--- config.mk ---
export PLATFORM = sky130hd
export DESIGN_NAME = decoder3_8_dispatch
export DESIGN_NICKNAME = d
export VERILOG_FILES = /design/src/rtl/dispatch_pkg.sv /design/src/rtl/decoder3_8.sv /design/src/rtl/decoder3_8_dispatch.sv
export SDC_FILE = /design/constraint.sdc
export NUM_CORES = 1
export LEC_CHECK = 0
export BUFFER_PORTS_ARGS = -buffer_cell sky130_fd_sc_hd__buf_2
export CELL_PAD_IN_SITES_DETAIL_PLACEMENT = 1
export CELL_PAD_IN_SITES_GLOBAL_PLACEMENT = 1
export CORE_MARGIN = 2
export CORE_UTILIZATION = 38
export DETAILED_ROUTE_END_ITERATION = 8
export HOLD_SLACK_MARGIN = 0.05
export MAX_ROUTING_LAYER = met4
export PLACE_DENSITY = 0.82
export SETUP_SLACK_MARGIN = 0.3
export SLEW_MARGIN = 5
export SYNTH_ARGS = -nofsm -noshare
export SYNTH_HDL_FRONTEND = slang
export SYNTH_HIERARCHICAL = 1
export SYNTH_SLANG_ARGS = --single-unit
--- constraint.sdc ---
create_clock -name clk -period 2.4 [get_ports clk]
set_input_delay 0.72 -clock clk [delete_from_list [all_inputs] [get_ports clk]]
set_output_delay 0.72 -clock clk [all_outputs]
set_load 0.05 [all_outputs]
--- src/rtl/dispatch_pkg.sv ---
// Shared types and constants for the 3:8 dispatch path.
// Latency: n/a (package only).
// Backpressure: n/a (package only).
package dispatch_pkg;

  localparam int NCH    = 8;
  localparam int CODE_W = 3;

  // IDLE waits for a code; DRIVE holds a one-hot request until ack or expiry.
  typedef enum logic [0:0] {
    IDLE  = 1'b0,
    DRIVE = 1'b1
  } state_t;

endpackage

--- src/rtl/decoder3_8.sv ---
// Combinational 3-bit code to 8-bit one-hot decoder.
// Latency: 0 cycles (pure combinational).
// Backpressure: none, no handshake.
module decoder3_8
  import dispatch_pkg::*;
(
  input  logic [CODE_W-1:0] code,
  output logic [NCH-1:0]    onehot
);

  // Exactly one bit set, selected by code.
  always_comb begin
    onehot       = '0;
    onehot[code] = 1'b1;
  end

endmodule

--- src/rtl/decoder3_8_dispatch.sv ---
// Accepts a channel code, drives a registered one-hot request until ack or timeout.
// Latency: out_req valid 1 edge after accept; ack sampled returns to idle on that edge.
// Backpressure: in_ready low while a request is outstanding; upstream must hold code/valid.
module decoder3_8_dispatch
  import dispatch_pkg::*;
#(
  parameter int TIMEOUT = 15,
  parameter int CNT_W   = 8
)
(
  input  logic              clk,
  input  logic              rst_n,
  input  logic [CODE_W-1:0] in_code,
  input  logic              in_valid,
  output logic              in_ready,
  output logic [NCH-1:0]    out_req,
  input  logic [NCH-1:0]    out_ack,
  output logic              busy,
  output logic              timeout_err,
  output logic [CNT_W-1:0]  dispatch_cnt
);

  // Timer is wide enough for the full legal TIMEOUT range (1..255).
  localparam int               TMR_W    = 8;
  localparam logic [TMR_W-1:0] TMR_LAST = TMR_W'(TIMEOUT - 1);

  state_t            state;
  logic [CODE_W-1:0] code_q;
  logic [CODE_W-1:0] dec_code;
  logic [NCH-1:0]    dec_onehot;
  logic [TMR_W-1:0]  timer;
  logic              accept;
  logic              ack_sel;

  assign in_ready = (state == IDLE);
  assign busy     = (state == DRIVE);
  assign accept   = in_valid && in_ready;

  // One decoder serves both jobs: while idle it forms the next request from
  // in_code; while driving it re-decodes the captured code, which equals
  // out_req, to pick the single acknowledge bit that matters.
  assign dec_code = busy ? code_q : in_code;

  decoder3_8 u_dec (
    .code   (dec_code),
    .onehot (dec_onehot)
  );

  assign ack_sel = busy && (|(out_ack & dec_onehot));

  // FSM, timer, counter and output registers; ack takes priority over expiry.
  always_ff @(posedge clk or negedge rst_n) begin
    if (!rst_n) begin
      state        <= IDLE;
      out_req      <= '0;
      timeout_err  <= 1'b0;
      dispatch_cnt <= '0;
      code_q       <= '0;
      timer        <= '0;
    end else begin
      timeout_err <= 1'b0;
      case (state)
        IDLE: begin
          if (accept) begin
            code_q  <= in_code;
            out_req <= dec_onehot;
            timer   <= '0;
            state   <= DRIVE;
          end
        end
        DRIVE: begin
          timer <= timer + TMR_W'(1);
          if (ack_sel) begin
            out_req      <= '0;
            dispatch_cnt <= dispatch_cnt + CNT_W'(1);
            state        <= IDLE;
          end else if (timer == TMR_LAST) begin
            out_req     <= '0;
            timeout_err <= 1'b1;
            state       <= IDLE;
          end
        end
        default: state <= IDLE;
      endcase
    end
  end

endmodule
## Word-level counts from Yosys, hierarchy flattened

Cells that the tools add are included.

| storage, ports and cells | value |
|---|---|
| bits of input ports | 14 |
| bits in writable memories | 0 |
| bits in registers | 29 |
| latch bits | 0 |
| memories | 0 |
| logic and storage cells | 38 |
| memory bits (read-only) | 0 |

| operators by class | value |
|---|---|
| add/sub/neg operators | 2 |
| shift operators | 0 |
| divide/modulo/power cells | 0 |
| bitwise logic cells | 2 |
| mux-type cells | 16 |
| reductions and logical operators | 7 |
| multipliers | 0 |
| equal/unequal tests | 3 |
| magnitude comparators | 2 |

Operators with widths:

| kind | number |
|---|---|
| 8-bit 2-to-1 mux | 4 |
| 8-bit one-hot mux with 2 select lines | 2 |
| 8-bit by 1-bit adder with 8-bit output (second input constant) | 2 |
| 8-bit AND | 1 |
| 8-bit by 4-bit equality test with 1-bit output (second input constant) | 1 |
| 8-bit OR reduction | 1 |
| 1-bit 2-to-1 mux | 7 |
| 2-bit AND reduction | 3 |
| 3-bit by 4-bit < comparator with 1-bit output (second input constant) | 1 |
| 1-bit demux with 3-bit select | 1 |
| 3-bit by 1-bit greater-or-equal comparator with 1-bit output (second input constant) | 1 |
| 1-bit logical AND | 3 |
| 3-bit 2-to-1 mux | 1 |
| 3-bit by 1-bit != test with 1-bit output (second input constant) | 1 |
| 2-bit by 1-bit != test with 1-bit output (second input constant) | 1 |
| 1-bit one-hot mux with 2 select lines | 1 |
| 1-bit NOT | 1 |

## Longest topological paths before layout

Gate-level depths: netlist (run 1).

| depth | value |
|---|---|
| depth after elaboration | 10 |
| depth in mapped cells | 9 |
| gate-level depth less buffers | 6 |

## Cells and area by module

The synthesis (run 1) kept the hierarchy.

By module, submodules not included:

| module | area each (um^2) | seq. area each (um^2) | cells an instance | times used |
|---|---|---|---|---|
| decoder3_8_dispatch | 1537.7 | 725.7 | 131 | 1 |
| decoder3_8 | 65.1 | 0.0 | 8 | 1 |

## Worst setup path before layout (run 1)

No wires, ideal clock.

| timing | value |
|---|---|
| path kind | register -> register |
| start | register state, in the netlist busy |
| end | register dispatch_cnt[6] |
| slack | -0.310 ns |
| data arrival time | 2.569 ns |
| buffers on the path | 2 |
| stages on the path, launching flop included | 9 |
| data required time | 2.259 ns |
| clock period less this slack | 2.710 ns |
| path through | dfrtp_1 buf_2 buf_2 mux2_2 nor3b_1 a22oi_4 nand4_4 or3b_1 xnor2_1 |

| on the way | value |
|---|---|
| cells in the longest elaborated chain, start to end | 9 |
| elaborated cells between the ends (all ways) | 10 |
| classes of those cells | 2 x order compare; 3 x mux; 1 x bitwise; 4 x reduce/logical |

Ends and longest elaborated chain:

| element | RTL line | text |
|---|---|---|
| from (decl) | decoder3_8_dispatch.sv:27 | `state_t state;` |
| from (signal assigned) | decoder3_8_dispatch.sv:54 | `state <= IDLE;` |
| from (signal assigned) | decoder3_8_dispatch.sv:68 | `state <= DRIVE;` |
| from (signal assigned) | decoder3_8_dispatch.sv:76 | `state <= IDLE;` |
| 3-bit 2-to-1 mux * | decoder3_8_dispatch.sv:42 | `assign dec_code = busy ? code_q : in_code;` |
| named net dec_code[1] | decoder3_8_dispatch.sv:29 | `logic [CODE_W-1:0] dec_code;` |
| 3-bit by 4-bit < comparator with 1-bit output (implied by the code) / 3-bit by 1-bit greater-or-equal comparator with 1-bit output (equally long branches) | decoder3_8.sv:14 | `onehot[code] = 1'b1;` |
| 1-bit logical AND (implied by the code) | decoder3_8.sv:14 |  |
| 1-bit 2-to-1 mux (implied by the code) | decoder3_8.sv:14 |  |
| 1-bit demux with 3-bit select * | -- |  |
| named net dec_onehot[4] | decoder3_8_dispatch.sv:30 | `logic [NCH-1:0] dec_onehot;` |
| 8-bit AND * | decoder3_8_dispatch.sv:49 | `assign ack_sel = busy && (\|(out_ack & dec_onehot));` |
| 8-bit OR reduction * | decoder3_8_dispatch.sv:49 |  |
| 1-bit logical AND * | decoder3_8_dispatch.sv:49 |  |
| 2-bit AND reduction (no line) * | -- |  |
| to (signal assigned) | decoder3_8_dispatch.sv:75 | `dispatch_cnt <= dispatch_cnt + CNT_W'(1);` |
| to (decl) | decoder3_8_dispatch.sv:20 | `output logic [CNT_W-1:0] dispatch_cnt` |

Mark *: on every way through the listed nets, which the timed path passes. The rest lies on a longest branch.
A chain may end at the register's enable or synchronous reset.

## Worst setup path after layout (run 1)

| timing | value |
|---|---|
| start | input port in_code[2] |
| end | register dispatch_cnt[1] |

| on the way | value |
|---|---|
| cells in the longest elaborated chain, start to end | 9 |
| elaborated cells between the ends (all ways) | 10 |
| classes of those cells | 2 x order compare; 3 x mux; 1 x bitwise; 4 x reduce/logical |

Ends and longest elaborated chain:

| element | RTL line | text |
|---|---|---|
| from (decl) | decoder3_8_dispatch.sv:13 | `input logic [CODE_W-1:0] in_code,` |
| 3-bit 2-to-1 mux * | decoder3_8_dispatch.sv:42 |  |
| named net dec_code[2] | decoder3_8_dispatch.sv:29 |  |
| 3-bit by 4-bit < comparator with 1-bit output (implied by the code) / 3-bit by 1-bit greater-or-equal comparator with 1-bit output (equally long branches) | decoder3_8.sv:14 |  |
| 1-bit logical AND (implied by the code) | decoder3_8.sv:14 |  |
| 1-bit 2-to-1 mux (implied by the code) | decoder3_8.sv:14 |  |
| 1-bit demux with 3-bit select * | -- |  |
| named net dec_onehot[6] | decoder3_8_dispatch.sv:30 |  |
| 8-bit AND * | decoder3_8_dispatch.sv:49 |  |
| 8-bit OR reduction * | decoder3_8_dispatch.sv:49 |  |
| 1-bit logical AND * | decoder3_8_dispatch.sv:49 |  |
| 2-bit AND reduction (no line) * | -- |  |

Marks and branches as above.

==> run summary, run 1 <==
Final Critical Period - 2.11 ns
type of origin of the critical path - input port
first-pass GRT wire length - 6.42 mm
Detailed Route Iter0 Violations - 40
fin crit share - 0.878
Synth area leader - dfrtp_1
worst slew pin tran - 0.666 ns
Initial Util - 0.398
grt total ovfl - 0
TNS Setup - 0 ns
Comb power frac - 0.561
crit path buf inv count - 2
io pins - 33
final setup violation count - 0
clk sinks - 29
core box area - 4030 um2
H-tree depth - 2
Post-synth EDFFs - 0
Worst path slowest cell - mux2_4
Synth top area share - 0.453
post-synth cell types - 33
fmax - 475 MHz
Max-Cap Viols - 0
hold slack - 0.459 ns
Worst-path clk slew - 0.07 ns
drt via density - 5.30
GP Congestion - 0.795
dpl cells - 221
worst-path cell chain - buf_2 -> mux2_4 -> and3b_2 -> a22oi_4 -> nand4_4 -> buf_4 -> nand2_2 -> mux2_4
GR Util All Layers - 0.198
Placed Instance Area - 1870 um2
max-slew violation count - 0
Final ANT Viol Nets - 0
fill cell count - 459
#FFs+latches synth - 29
Root Driver - clkbuf_8
CP max FO - 8
Chip Width - 68.9 um
P_sw - 1.44 mW
stages on the worst setup path - 8
pwr dens - 1530 nW/um2
Switching Share - 0.468
hold_buf cts - 0
Hold Vio Cnt, Final - 0
sequential power share - 0.267
top-count cell post-synth - dfrtp_1
fin area - 2000 um2
Bufs on Longest Clock Path - 2
Int Pwr - 1.63 mW
die area - 4750 um2
Synth top cells by count - dfrtp_1 (29), nand2_1 (20), mux2i_1 (10), nand3_1 (10)
data required time of the worst path - 2.57 ns
Yosys warning count - 6
Post-synth top flop - dfrtp_1
clock share of power - 0.171
Max Clock Skew - 0.00685 ns
CP endpoint kind - register
Post-Route WL - 3.95 mm
Synth-to-Final Area Change - 25.1%
initial antenna violation count - 0
Hold Crit Class - in2async
Synth Cell Area - 1600 um2
Avg WL per Cell - 17.2 um
Syn Nets - 156
DRC Markers - 0
asr flop ratio synth - 1.00
largest net degree at the start of global routing - 30
hpwl dp - 2.84 mm
Worst R2R Path Depth - 7
largest cells by area after synthesis - dfrtp_1 (45%), mux2i_1 (6.2%), o22ai_2 (6.2%)
Clk Latency, worst-skew pair - 0.28 ns
Worst VDD drop - 0.000846 V
relative slew slack - 0.556
Post-Place Worst Slack - -0.134 ns
status - finished clean
input/output buffers - 32
Avg Inst Size Synth - 11.5 um2
Setup CP Type - in2reg
diodes inserted - 0
routed via count - 1213
clock tree from TritonCTS - done
post-synthesis sequential area ratio - 0.453
layout cells sized above 1 - 0.441
synthesized instance count - 139
Inserted Clock Buffers - 5
FP Rows - 23
DR pass1 iterations - 4
slowest cell delay on critical path - 0.32 ns
critical path's top delay family - multiplexers
vias in the first global route - 1280
crit-path most repeated cell - mux2_4
Post-CTS Setup Bufs - 0
chip height - 68.9 um
Worst EP arrival - 2.28 ns
Leakage - 0.954 nW
# nets final - 195
RSZ-0062 raised after global routing - yes
final worst setup slack - 0.294 ns
Layout Cells excl Fill - 229
==> cells in the final DEF (no fill, tap or decap), types with 2 or more instances in the layout <==
cell	netlist	final
mux2i_1	10	10
nor2_1	3	3
dfrtp_1	29	28
o22ai_1	5	5
and3b_2	3	3
clkbuf_8	0	6
nor3b_2	1	3
nand3_1	10	10
inv_1	2	2
o22ai_2	8	8
a22oi_4	3	3
mux2_4	0	4
ha_1	3	3
buf_2	6	32
mux2_2	6	3
buf_4	0	6
xor2_1	3	3
xnor2_1	8	8
nand2_1	20	19
==> worst paths after layout <==
check / startpoint / to / slack [ns]
worst max-delay path: in_code[2] / dispatch_cnt[1]$_DFFE_PN0P_ / 0.29
worst min-delay path: rst_n / timer[4]$_DFFE_PN0P_ / 0.46
worst max register to register: busy$_DFF_PN0_ / dispatch_cnt[1]$_DFFE_PN0P_ / 0.32
worst min register to register: dispatch_cnt[7]$_DFFE_PN0P_ / dispatch_cnt[7]$_DFFE_PN0P_ / 0.46
max in group asynchronous: rst_n / busy$_DFF_PN0_ / 1.46
min in group clk: dispatch_cnt[7]$_DFFE_PN0P_ / dispatch_cnt[7]$_DFFE_PN0P_ / 0.46
==> routing by layer <==
layer	vias to the layer above	wire, um	global-route usage
li1	578	-	-
met1	601	1670	0.232
met2	28	2050	0.327
met3	6	174	0.0536
met4	0	59	0.0735
met5	-	0	-
==> registers in the layout, indices dropped and copies added (netlist names) <==
name,flops
out_req,8
busy,1
timeout_err,1
dispatch_cnt,8
code_q,3
timer,8
==> cells by family (layout without fill, tap and decap cells) <==
kind of cell | Yosys count | in the layout | synth area share
AO/OA/AOI/OAI | 19 | 19 | 0.138
XOR/XNOR | 11 | 11 | 0.0601
adder cells (fa/ha/maj) | 3 | 3 | 0.0234
buffers and inverters | 9 | 49 | 0.0304
flip-flops | 29 | 29 | 0.453
multiplexers | 17 | 17 | 0.112
AND/OR/NAND/NOR | 51 | 51 | 0.183
==> power groups by stage <==
stage	Clock, mW	Sequential (mW)	Combinational, mW
after floorplan	0	1.18	0.923
after global placement	0	0.803	1.62
after detailed placement	0	0.821	1.69
after CTS	0.542	0.818	1.73
after global routing	0.564	0.844	1.84
final	0.526	0.821	1.72
==> through the flow <==
step	total power, mW	utilization
after global routing	3.25	0.498
final	3.07	0.498
after detailed placement	2.52	0.464
after global placement	2.43	0.464
after CTS	3.09	0.496
after floorplan	2.11	-
==> what timing repair did <==
action                     CTS  global route
pin swaps                    1             0
gates resized for setup      4             2
setup endpoints to repair   13             7
==> area by class of cell <==
type / instances / area [um2] / share of cell area
Multi-Input combinational cell: 101 / 875 / 0.436
Sequential cell: 29 / 727 / 0.363
Timing Repair Buffer: 39 / 216 / 0.108
Clock buffer: 7 / 86.3 / 0.0431
Tap cell: 50 / 62.6 / 0.0312
Clock inverter: 1 / 30.0 / 0.0150
Inverter: 2 / 7.51 / 0.00375
Power figures use the tool's default switching activity.
==> inputs of run 2 (changes only) <==
--- a/config.mk
+++ b/config.mk
@@ -9,14 +9,13 @@
 export CELL_PAD_IN_SITES_DETAIL_PLACEMENT = 1
 export CELL_PAD_IN_SITES_GLOBAL_PLACEMENT = 1
 export CORE_MARGIN = 2
-export CORE_UTILIZATION = 38
+export CORE_UTILIZATION = 37
 export DETAILED_ROUTE_END_ITERATION = 8
 export HOLD_SLACK_MARGIN = 0.05
 export MAX_ROUTING_LAYER = met4
-export PLACE_DENSITY = 0.82
+export PLACE_DENSITY = 0.81
 export SETUP_SLACK_MARGIN = 0.3
 export SLEW_MARGIN = 5
 export SYNTH_ARGS = -nofsm -noshare
 export SYNTH_HDL_FRONTEND = slang
-export SYNTH_HIERARCHICAL = 1
 export SYNTH_SLANG_ARGS = --single-unit
==> run 2 against run 1 <==
Compared with the run above: clock-buffer cell count fell by 2; largest cell class unchanged; combinational power fell by 38%; worst hold slack improved by 0.013 ns; global-route usage fell by 0.12 points; clock skew barely moved; register-to-register slack improved by 0.25 ns; utilization fell by 3.0 points; sequential share of layout area rose by 2.1 points; final cell count rose by 7.9%; clock power fell by 25%; area after synthesis fell by 0.78%; critical path type is now reg2out; routed wire length rose by 5.5%.
==> run summary, run 2 <==
status - finished clean
Initial Util - 0.392
clock tree from TritonCTS - done
post-synthesis sequential area ratio - 0.456
clk sinks - 29
Synth top cells by count - dfrtp_1 (29), nand2_1 (18), nand3_1 (14)
routed via count - 1374
P_sw - 1.10 mW
fin crit share - 0.793
Regs by FF count - dispatch_cnt x8, out_req x8, timer x8
Hold Vio Cnt, Final - 0
largest cells by area after synthesis - dfrtp_1 (46%), xnor2_1 (5.0%), nand3_1 (4.4%)
Post-Route WL - 4.16 mm
chip height - 69.6 um
post-synth cell types - 39
largest net degree at the start of global routing - 30
Worst VDD drop - 0.000738 V
pwr dens - 1210 nW/um2
most common cell after layout, fill and taps aside - buf_2
#FFs+latches synth - 29
H-tree depth - 2
io pins - 33
Synth Cell Area - 1590 um2
Hold Crit Class - in2async
GP Congestion - 0.830
Syn Nets - 177
fmax - 525 MHz
Worst R2R Path Depth - 5
CP max FO - 18
Synth area leader - dfrtp_1
vias in the first global route - 1532
Switching Share - 0.479
crit path to - in_ready
Leakage - 0.839 nW
FP Rows - 23
Int Pwr - 1.19 mW
Final ANT Viol Nets - 0
fill cell count - 474
Max-Cap Viols - 0
Worst EP arrival - 1.18 ns
clock share of power - 0.174
Synth top area share - 0.456
final setup violation count - 0
CP endpoint kind - primary output
drt via density - 5.56
Setup CP Type - reg2out
layout cells sized above 1 - 0.310
type of origin of the critical path - register
synthesized instance count - 160
r2r startpoint - busy$_DFF_PN0_
most frequent cells in the layout - buf_2 (32), dfrtp_1 (28), nand2_1 (18)
GR Util All Layers - 0.197
hpwl dp - 3.08 mm
diodes inserted - 0
input/output buffers - 32
Root Driver - clkbuf_8
Chip Width - 69.6 um
max-slew violation count - 0
Avg Inst Size Synth - 9.94 um2
Total Power - 2.29 mW
RSZ-0062 raised after global routing - no
Bufs on Longest Clock Path - 2
data required time of the worst path - 1.68 ns
Max Clock Skew - 0.00735 ns
Detailed Route Iter0 Violations - 32
top-count cell post-synth - dfrtp_1
Worst-path clk slew - 0.07 ns
Inserted Clock Buffers - 5
core box area - 4060 um2
Synth-to-Final Area Change - 19.3%
# nets final - 213
DRC Markers - 0
Clk Latency, worst-skew pair - 0.29 ns
Post-synth top flop - dfrtp_1
capture point of the worst reg-to-reg path - out_req[5]$_DFFE_PN0P_
Comb power frac - 0.469
die area - 4840 um2
Final Critical Period - 1.90 ns
relative slew slack - 0.542
Post-synth EDFFs - 0
Avg WL per Cell - 16.9 um
grt total ovfl - 0
TNS Setup - 0 ns
Worst Setup SP - busy$_DFF_PN0_
Yosys warning count - 0
first-pass GRT wire length - 7.37 mm
DR pass1 iterations - 4
asr flop ratio synth - 1.00
sequential power share - 0.357
worst slew pin tran - 0.686 ns
r2r setup slk - 0.57 ns
initial antenna violation count - 0
-- run 2: kinds of logic (layout without fill, tap and decap cells) --
| kind of cell | count (synthesis) | after routing | synth area share |
|---|---|---|---|
| and+or+nand+nor | 70 | 70 | 0.249 |
| xor gates and xnor gates | 11 | 11 | 0.0606 |
| buffers and inverters | 11 | 48 | 0.0330 |
| muxes | 7 | 7 | 0.0488 |
| DFF | 29 | 29 | 0.456 |
| AOI/OAI and AO/OA | 29 | 29 | 0.128 |
| adders and majority gates | 3 | 3 | 0.0236 |
-- run 2: worst min path at each step --
stage | from | cells after the start | end | slack, ns
final | rst_n | 1 | timer[1]$_DFFE_PN0P_ | 0.47
after global placement | dispatch_cnt[7]$_DFFE_PN0P_ | 1 | dispatch_cnt[7]$_DFFE_PN0P_ | 0.46
after global routing | dispatch_cnt[7]$_DFFE_PN0P_ | 1 | dispatch_cnt[7]$_DFFE_PN0P_ | 0.50
after detailed placement | dispatch_cnt[7]$_DFFE_PN0P_ | 1 | dispatch_cnt[7]$_DFFE_PN0P_ | 0.47
after CTS | dispatch_cnt[7]$_DFFE_PN0P_ | 1 | dispatch_cnt[7]$_DFFE_PN0P_ | 0.48
after floorplan | rst_n | 0 | busy$_DFF_PN0_ | 0.42
-- run 2: power groups by stage --
stage	sequential (mW)	clock (mW)	combinational [mW]
2_1_floorplan	1.03	0	0.581
3_3_place_gp	0.803	0	1.04
3_5_place_dp	0.824	0	1.08
4_1_cts	0.816	0.408	1.08
5_1_grt	0.848	0.436	1.15
6_report	0.817	0.397	1.07
-- run 2: per-layer routing --
metal | routed length (um) | global-route usage
met4 | 61 | 0.0719
met3 | 146 | 0.0465
met2 | 2140 | 0.330
met1 | 1810 | 0.230
met5 | 0 | -
-- run 2: layout make-up --
class                      instances  area, um2  share of cell area
sequential                        29        727               0.383
clock inverter                     3       17.5             0.00923
timing repair buffer              37        198               0.104
clock buffer                       5       68.8              0.0363
tap                               50       62.6              0.0330
inverter                           3       11.3             0.00594
multi-input combinational        120        812               0.428
-- run 2: through the flow --
step | setup WS [ns] | utilization | instance area [um2] | std cells | hold slack [ns]
CTS | 0.352 | 0.467 | 1900 | 247 | 0.485
floorplan | 0.351 | - | 1590 | 160 | 0.424
global route | 0.443 | 0.467 | 1900 | 247 | 0.498
finish | 0.496 | 0.467 | 1900 | 247 | 0.472
detailed placement | 0.235 | 0.446 | 1810 | 239 | 0.466
global placement | 0.299 | 0.446 | 1810 | 239 | 0.459
-- run 2: repair_timing --
item / CTS / global route
resized for setup: 0 / 1
setup buffers: 0 / 0
setup endpoints to repair: 0 / 3
hold buffers: 0 / 0
-- run 2: worst max-delay path: stages, from the launching register on --
cell and delay, ns:
dfrtp_2 0.52, inv_1 0.12, buf_2 0.27
